==> src/rtl/wb_pkg.sv <==
// ============================================================================
// Module   : wb_pkg
// Brief    : Shared widths and the writeback request type for the arbiter.
// Revision : 1.0
// ============================================================================
`default_nettype none

package wb_pkg;
    localparam int XLEN   = 32;
    localparam int REG_AW = 5;

    typedef struct packed {
        logic [REG_AW-1:0] addr;
        logic [XLEN-1:0]   data;
    } wb_req_t;
endpackage

`default_nettype wire

==> src/rtl/wb_fifo.sv <==
// ============================================================================
// Module   : wb_fifo
// Brief    : In-order sync FIFO of writeback requests; exposes per-slot
//            address/valid so the top can answer hazard queries.
// Revision : 1.0
// ============================================================================
`default_nettype none

module wb_fifo
    import wb_pkg::*;
#(
    parameter int DEPTH = 4
) (
    input  logic                    clk,
    input  logic                    rst,
    input  logic                    push,
    input  wb_req_t                 push_req,
    input  logic                    pop,
    output wb_req_t                 head,
    output logic                    full,
    output logic                    empty,
    output logic [DEPTH*REG_AW-1:0] entry_addr,
    output logic [DEPTH-1:0]        entry_valid
);

    localparam int c_PTR_W = $clog2(DEPTH);

    logic [c_PTR_W-1:0] r_wr_ptr;
    logic [c_PTR_W-1:0] r_rd_ptr;
    logic [c_PTR_W:0]   r_count;
    wb_req_t            r_mem [DEPTH];

    logic w_do_push;
    logic w_do_pop;

    assign full      = (r_count == (c_PTR_W+1)'(DEPTH));
    assign empty     = (r_count == '0);
    assign w_do_push = push && !full;
    assign w_do_pop  = pop && !empty;
    assign head      = r_mem[r_rd_ptr];

    always_ff @(posedge clk or posedge rst) begin
        if (rst) begin
            r_wr_ptr <= '0;
            r_rd_ptr <= '0;
            r_count  <= '0;
        end else begin
            if (w_do_push) r_wr_ptr <= r_wr_ptr + 1'b1;
            if (w_do_pop)  r_rd_ptr <= r_rd_ptr + 1'b1;
            case ({w_do_push, w_do_pop})
                2'b10:   r_count <= r_count + 1'b1;
                2'b01:   r_count <= r_count - 1'b1;
                default: r_count <= r_count;
            endcase
        end
    end

    // Payload storage needs no reset: slot validity is derived from the count.
    always_ff @(posedge clk) begin
        if (w_do_push) r_mem[r_wr_ptr] <= push_req;
    end

    generate
        for (genvar i = 0; i < DEPTH; i++) begin : g_slot
            logic [c_PTR_W-1:0] w_off;
            assign w_off          = c_PTR_W'(i) - r_rd_ptr;
            assign entry_valid[i] = ({1'b0, w_off} < r_count);
            assign entry_addr[i*REG_AW +: REG_AW] = r_mem[i].addr;
        end
    endgenerate

endmodule

`default_nettype wire

==> src/rtl/wb_arbiter.sv <==
// ============================================================================
// Module   : wb_arbiter
// Brief    : Merges ALU and long-latency writebacks onto the single reg_file
//            write port, with starvation relief and pending-write reporting.
// Revision : 1.0
// ============================================================================
`default_nettype none

module wb_arbiter
    import wb_pkg::*;
#(
    parameter int DEPTH      = 4,
    parameter int STARVE_MAX = 3
) (
    input  logic              clk,
    input  logic              rst,
    input  logic              alu_wr_en,
    input  logic [REG_AW-1:0] alu_waddr,
    input  logic [XLEN-1:0]   alu_wdata,
    output logic              alu_stall,
    input  logic              lu_valid,
    output logic              lu_ready,
    input  logic [REG_AW-1:0] lu_waddr,
    input  logic [XLEN-1:0]   lu_wdata,
    output logic              reg_wr,
    output logic [REG_AW-1:0] waddr,
    output logic [XLEN-1:0]   wdata,
    input  logic [REG_AW-1:0] query1,
    input  logic [REG_AW-1:0] query2,
    output logic              pend1,
    output logic              pend2
);

    localparam int c_SC_W = $clog2(STARVE_MAX + 1);

    logic                    w_full;
    logic                    w_empty;
    logic                    w_push;
    logic                    w_pop;
    logic                    w_alu_live;
    wb_req_t                 w_head;
    wb_req_t                 w_lu_req;
    logic [DEPTH*REG_AW-1:0] w_entry_addr;
    logic [DEPTH-1:0]        w_entry_valid;
    logic [DEPTH-1:0]        w_hit1;
    logic [DEPTH-1:0]        w_hit2;

    logic [c_SC_W-1:0]       r_starve;
    logic                    r_reg_wr;
    logic [REG_AW-1:0]       r_waddr;
    logic [XLEN-1:0]         r_wdata;

    assign lu_ready   = !rst && !w_full;
    // Writes to x0 are acknowledged but never stored.
    assign w_push     = lu_valid && lu_ready && (lu_waddr != '0);
    assign w_lu_req   = '{addr: lu_waddr, data: lu_wdata};

    assign alu_stall  = (r_starve == c_SC_W'(STARVE_MAX)) && !w_empty;
    assign w_alu_live = alu_wr_en && (alu_waddr != '0) && !alu_stall;
    assign w_pop      = !w_empty && !w_alu_live;

    wb_fifo #(
        .DEPTH (DEPTH)
    ) u_fifo (
        .clk         (clk),
        .rst         (rst),
        .push        (w_push),
        .push_req    (w_lu_req),
        .pop         (w_pop),
        .head        (w_head),
        .full        (w_full),
        .empty       (w_empty),
        .entry_addr  (w_entry_addr),
        .entry_valid (w_entry_valid)
    );

    always_ff @(posedge clk or posedge rst) begin
        if (rst) begin
            r_starve <= '0;
            r_reg_wr <= 1'b0;
            r_waddr  <= '0;
            r_wdata  <= '0;
        end else begin
            if (w_alu_live) begin
                r_reg_wr <= 1'b1;
                r_waddr  <= alu_waddr;
                r_wdata  <= alu_wdata;
                if (!w_empty) r_starve <= r_starve + 1'b1;
            end else if (w_pop) begin
                r_reg_wr <= 1'b1;
                r_waddr  <= w_head.addr;
                r_wdata  <= w_head.data;
                r_starve <= '0;
            end else begin
                r_reg_wr <= 1'b0;
            end
        end
    end

    assign reg_wr = r_reg_wr;
    assign waddr  = r_waddr;
    assign wdata  = r_wdata;

    generate
        for (genvar i = 0; i < DEPTH; i++) begin : g_match
            assign w_hit1[i] = w_entry_valid[i] && (w_entry_addr[i*REG_AW +: REG_AW] == query1);
            assign w_hit2[i] = w_entry_valid[i] && (w_entry_addr[i*REG_AW +: REG_AW] == query2);
        end
    endgenerate

    // The output stage counts as pending until reg_file has absorbed it.
    assign pend1 = (query1 != '0) && ((|w_hit1) || (r_reg_wr && (r_waddr == query1)));
    assign pend2 = (query2 != '0) && ((|w_hit2) || (r_reg_wr && (r_waddr == query2)));

endmodule

`default_nettype wire

==> config.mk <==
export PLATFORM = sky130hd
export DESIGN_NAME = wb_arbiter
export DESIGN_NICKNAME = d
export VERILOG_FILES = /design/src/rtl/wb_pkg.sv /design/src/rtl/wb_fifo.sv /design/src/rtl/wb_arbiter.sv
export SDC_FILE = /design/constraint.sdc
export NUM_CORES = 1
export LEC_CHECK = 0
export CAP_MARGIN = 10
export CORE_MARGIN = 8
export CORE_UTILIZATION = 35
export CTS_BUF_LIST = sky130_fd_sc_hd__clkbuf_4
export DETAILED_ROUTE_END_ITERATION = 7
export GPL_ROUTABILITY_DRIVEN = 0
export HOLD_SLACK_MARGIN = 0.03
export SLEW_MARGIN = 40
export SYNTH_ARGS = -nofsm -noshare
export SYNTH_HDL_FRONTEND = slang
export SYNTH_SLANG_ARGS = --single-unit
export TNS_END_PERCENT = 50
==> constraint.sdc <==
create_clock -name clk -period 3 [get_ports clk]
set_clock_uncertainty 0.1 [all_clocks]
set_input_delay 0.3 -clock clk [delete_from_list [all_inputs] [get_ports clk]]
set_output_delay 0.3 -clock clk [all_outputs]
set_load 0.01 [all_outputs]
[Word-level counts from Yosys, hierarchy flattened]
Memory sizes are Yosys's and may differ from the RTL's.
Index checks and enable logic that the tools add are counted.
Operators by class
  order comparisons: 4
  reduce and logical (&&, ||, !) cells: 38
  mux-type cells: 12
  add/subtract/negate cells: 9
  equal/unequal tests: 15
Operator list (count)
  2-to-1 mux 32 bit: 2
  equality test 5 bit: 10
  logical AND 1 bit: 21
  nonzero test 5 bit: 4
  less-than comparator 2 x 3 -> 1 bit: 4
  2-to-1 mux 5 bit: 2
  OR reduction 4 bit: 2
  adder 2 x 1 -> 2 bit, second input constant: 3
  2-to-1 mux 2 bit: 3
  case mux 3 bit (2 select lines): 1
  zero test 1 bit: 5
  equality test 2 bit, second input constant: 2
  2-to-1 mux 1 bit: 4
  nonzero test 2 bit: 2
  subtractor 1 x 2 -> 2 bit, first input constant: 2
  subtractor 2 bit, first input constant: 2
  adder 3 x 1 -> 3 bit, second input constant: 1
  equality test 3 bit, second input constant: 1
  zero test 3 bit: 1
  subtractor 3 x 1 -> 3 bit, second input constant: 1
  equality test 2 x 1 -> 1 bit, second input constant: 1
  logical OR 1 bit: 2
  != test 2 bit, second input constant: 1
  AND reduction 2 bit: 1
Storage, ports and cells
  input port bits: 88
  register bits after elaboration: 47
  word-level logic and storage cells: 86
  bits in writable memories: 148
  memories kept: 1
  output and inout bits: 42
Memory list
  u_fifo.r_mem: depth 4, width 37, rd ports 5, clocked after Yosys merged registers in 0, write ports 1, RTL line wb_fifo.sv:31  | wb_req_t r_mem [DEPTH];

[Longest topological paths before layout]
  depth after elaboration: 10
  mapped depth: 11
  gate-level depth less buffers: 11

[By module]
Synthesis repeated with hierarchy kept, for this count alone.
Unflattened totals
  cells, all modules: 549
  area, all modules: 8834.7 um^2
Modules (own cells, without submodules)
  wb_fifo: sequential area each 4619.4 um^2, area an instance 6070.8 um^2, cells each 270, times used 1
  wb_arbiter: sequential area each 1001.0 um^2, area an instance 2763.9 um^2, cells each 279, times used 1

[Worst setup path after synthesis]
OpenSTA, ideal clock, no wires.
  path type: register to register
  start: register u_fifo.r_count[1]
  end: memory u_fifo.r_mem[0][0] in the netlist's numbering (enable)
  required time: 2.502 ns
  path buffers: 0
  library setup time: 0.398 ns
  arrival: 2.132 ns
  cell stages (with the launch flop): 5
  slack: 0.371 ns
  cell sequence: dfrtp_1 > inv_1 > a31oi_1 > o311a_1 > and2_1
Between the ends
  longest elaborated chain between the ends: 8
Ends and longest elaborated chain
  start, declared: RTL line wb_fifo.sv:30  | logic [c_PTR_W:0] r_count;
  start signal, assigned: RTL line wb_fifo.sv:51  | 2'b10: r_count <= r_count + 1'b1;
  start signal, assigned: RTL line wb_fifo.sv:52  | 2'b01: r_count <= r_count - 1'b1;
  start signal, assigned: RTL line wb_fifo.sv:53  | default: r_count <= r_count;
  equality test 3 bit: RTL line wb_fifo.sv:36  | assign full = (r_count == (c_PTR_W+1)'(DEPTH));
  zero test 1 bit: RTL line wb_arbiter.sv:53  | assign lu_ready = !rst && !w_full;
  logical AND 1 bit: RTL line wb_arbiter.sv:53
  net lu_ready: RTL line wb_arbiter.sv:22  | output logic lu_ready,
  logical AND 1 bit (2 in a row): RTL line wb_arbiter.sv:55  | assign w_push = lu_valid && lu_ready && (lu_waddr != '0);
  logical AND 1 bit: RTL line wb_fifo.sv:38  | assign w_do_push = push && !full;
  2-to-1 mux 1 bit: RTL line wb_fifo.sv:60  | if (w_do_push) r_mem[r_wr_ptr] <= push_req;
  2-to-1 mux 1 bit (not written as such): RTL line wb_fifo.sv:60
  end, declared: RTL line wb_fifo.sv:31
The timed path passes the listed nets, and every way through them passes these cells.

[Worst setup path after layout]
  start: register u_fifo.r_rd_ptr[0]
  end: output port pend1
Between the ends
  longest elaborated chain between the ends: 6
Ends and longest elaborated chain
  start, declared: RTL line wb_fifo.sv:29  | logic [c_PTR_W-1:0] r_rd_ptr;
  start signal, assigned: RTL line wb_fifo.sv:49  | if (w_do_pop) r_rd_ptr <= r_rd_ptr + 1'b1;
  subtractor 1 x 2 -> 2 bit or subtractor 2 bit (tied branches): RTL line wb_fifo.sv:66  | assign w_off = c_PTR_W'(i) - r_rd_ptr;
  less-than comparator 2 x 3 -> 1 bit: RTL line wb_fifo.sv:67  | assign entry_valid[i] = ({1'b0, w_off} < r_count);
  logical AND 1 bit: RTL line wb_arbiter.sv:106  | assign w_hit1[i] = w_entry_valid[i] && (w_entry_addr[i*REG_AW +: REG_AW] == query1);
  OR reduction 4 bit *: RTL line wb_arbiter.sv:112  | assign pend1 = (query1 != '0) && ((|w_hit1) || (r_reg_wr && (r_waddr == query1)));
  logical OR 1 bit *: RTL line wb_arbiter.sv:112
  logical AND 1 bit *: RTL line wb_arbiter.sv:112
  end, declared: RTL line wb_arbiter.sv:30  | output logic pend1,
Mark *: on every way between the ends. The rest lies on a longest branch, timed or not.

==> impl_metrics.ini <==
[logic_synthesis]
yosysMostFrequentCell = edfxtp_1
synth_area_leaders = edfxtp_1 52%, dfrtp_1 14%, mux4_2 9.7%
synth_top_cell_area_share_pct = 51.6
ys_top_cells_by_count = 148 x edfxtp_1, 76 x nand2_1, 47 x dfrtp_1
yosysUniqueCellTypes = 40
avgSynthCellArea_um2 = 15.5
synth_top_area_cell = edfxtp_1
synth_edf_count = 148
synth_ff_type = edfxtp_1
yosysSeqAreaShare_pct = 65.3
synth_nets = 653
ys_ff_latch = 195
synthCells = 554
yosysWarnings = 0
synth.cell_area_um2 = 8610
async_flop_share_pct = 24.1

[power]
power.density_nw_per_um2 = 802
p_clk_share_pct = 16.3
combPwrFrac_pct = 39.6
switchingPower_mw = 2.90
pwr-share-seq_pct = 44.1
p_int_mw = 5.54
p_leak_nw = 3.60
irDropWorstVdd_mv = 0.486
sw_frac_of_total_pct = 34.4

[cts]
cts.sink_count = 195
h-tree-depth = 4
root_buffer = clkbuf_4
clockBufferDepth = 2
cts_tree = done
clkLatencyLatePin_ps = 550
cts-buffers-inserted = 17
clk_pin_slew_ps = 160

[sta]
slew_headroom_pct = 51.0
worst_pin_slew_ps = 735
drv_slew = 0
finalSetupViolations = 0
min_period_over_period_pct = 98.3
grt_setup_unrepaired = yes
hold_viol_final = 0
fmax_mhz = 339
setup_tns_ps = 0
fin_crit_ps = 2950

[floorplanning]
rows = 57
die_area_um2 = 29900
die_width_um = 173
start_util_pct = 35.5
io_pins = 130
core_area_um2 = 24200
die_y_um = 173

[place]
io_buffers = 129
place_hpwl_um = 13500

[global_route]
grt_max_degree = 43
antenna_found_initial = 2
grt_pass1_wl_um = 31600
grt_usage_pct = 13.6
grt_pass1_vias = 5545
overflow = 0

[finish]
finish.utilization_pct = 43.4
layout.nets = 780
syn_to_final_growth_pct = 22.3
num-fill-cells = 2166
drive_gt1_share_pct = 19.6

[routing]
wirelength_um = 19900
post-route-drc-count = 0
first_pass_iters = 4
antenna_left = 0
drt_first_iter_violations = 345
via_per_inst = 4.89
drt-wirelength-per-cell_um = 19.5
num_vias = 4982

[worst_setup_path]
start_kind = flip-flop
worstPathRequired_ps = 2600
cp_max_fo = 2
slowest_delay_ps = 520
path_class = reg -> out
endpoint_kind = output pin
path_cells = xor2_2, inv_1, ha_1, nor2b_4, a22o_1, nor4_1, or3_1, o22a_1, buf_6
slowest_stage = dfrtp_4
arrival_ps = 2550

[run]
drv_cap = 0

[outcome]
status = finished clean

[hold_path]
hp-class = in -> reg
worst paths after layout:
path	from	endpoint	slack, ps	cells after the start
setup / recovery	u_fifo.r_rd_ptr[0]	pend1	50	9
hold / removal	alu_wdata[8]	wdata[8]	230	3
setup reg to reg	u_fifo.r_count[0]	u_fifo.r_count[2]	550	10
hold reg to reg	r_starve[1]	r_starve[1]	410	2
max in group asynchronous	rst	wdata[15]	1580	4
min in group asynchronous	rst	wdata[10]	570	3
metrics by stage:
stage	power [mW]	setup slack (ps)	hold slack, ps	instance area (um^2)	std cells
after CTS	8.55	-34.9	153	10500	1018
after detailed placement	7.17	135	383	10200	985
final	8.44	50.8	232	10500	1019
after floorplan	5.90	371	299	8610	554
after global placement	7.06	212	364	10200	985
after global routing	9.01	-141	175	10500	1019
state kept, by name (all words and copies together) (netlist names):
| name | count |
|---|---|
| u_fifo.r_rd_ptr | 2 |
| u_fifo.r_mem | 148 |
| waddr | 5 |
| r_starve | 2 |
| u_fifo.r_count | 3 |
| reg_wr | 1 |
| u_fifo.r_wr_ptr | 2 |
| wdata | 32 |
logic make-up after synthesis:
| family | share of synthesized area [%] |
|---|---|
| muxes | 10.1 |
| buffers and inverters | 2.92 |
| DFF | 65.3 |
| xor gates and xnor gates | 5.80 |
| adders and majority gates | 1.69 |
| and+or+nand+nor | 7.49 |
| AOI/OAI and AO/OA | 6.73 |
layout make-up:
cell class	count	area, um^2	share of cell area, %
Sequential cell	195	5630	53.4
Multi-Input combinational cell	311	2770	26.3
Timing Repair Buffer	143	1400	13.3
Tap cell	324	405	3.85
Clock inverter	14	141	1.34
Clock buffer	18	135	1.28
Inverter	13	48.8	0.463
Antenna cell	1	2.50	0.0238
what timing repair did:
item | in CTS | in global routing
hold buffers | 1 | 0
setup buffers | 0 | 0
pin swaps | 5 | 0
setup endpoints to repair | 2 | 3
gates resized for setup | 10 | 4
endpoints found under the hold margin | 17 | 0
cells in the final DEF (no fill, tap or decap), drive strengths merged, types with 2 or more instances in the layout:
master         count
buf               15
o41ai              2
inv               22
clkdlybuf4s50    127
xnor2             30
ha                10
or4                2
mux4              37
clkbuf            18
mux2               2
a31oi             36
or3                3
xor2              27
nand3             12
edfxtp           148
o21ai              5
nand2             76
o21a               2
nor2              38
and2               5
nor4               8
nor3               3
clkinv             3
o22a               2
a21oi              2
dfrtp             47
power by group through the flow:
| stage | clock network, mW | logic (mW) | registers, mW |
|---|---|---|---|
| floorplan | 0 | 2.08 | 3.82 |
| global placement | 0 | 3.31 | 3.75 |
| detailed placement | 0 | 3.39 | 3.78 |
| CTS | 1.43 | 3.40 | 3.73 |
| global route | 1.54 | 3.69 | 3.78 |
| finish | 1.37 | 3.35 | 3.72 |
routing by layer:
layer	track usage, %	part of all wire (%)	wire [um]	up-vias
met1	16.4	44	8690	2524
li1	-	-	-	2305
met3	3.99	5.3	1050	17
met2	23.2	50	9880	134
met4	4.02	1.2	242	2
met5	0	0.065	13	-
worst max-delay path: cells and delay by family (launching register included):
family / cells / cell delay [ps]
XOR/XNOR: 1 / 150
adder cells (fa/ha/maj): 1 / 280
AND/OR/NAND/NOR: 3 / 530
flip-flops: 1 / 520
AO/OA/AOI/OAI: 2 / 360
buffers and inverters: 2 / 190
Power figures use the tool's default switching activity.
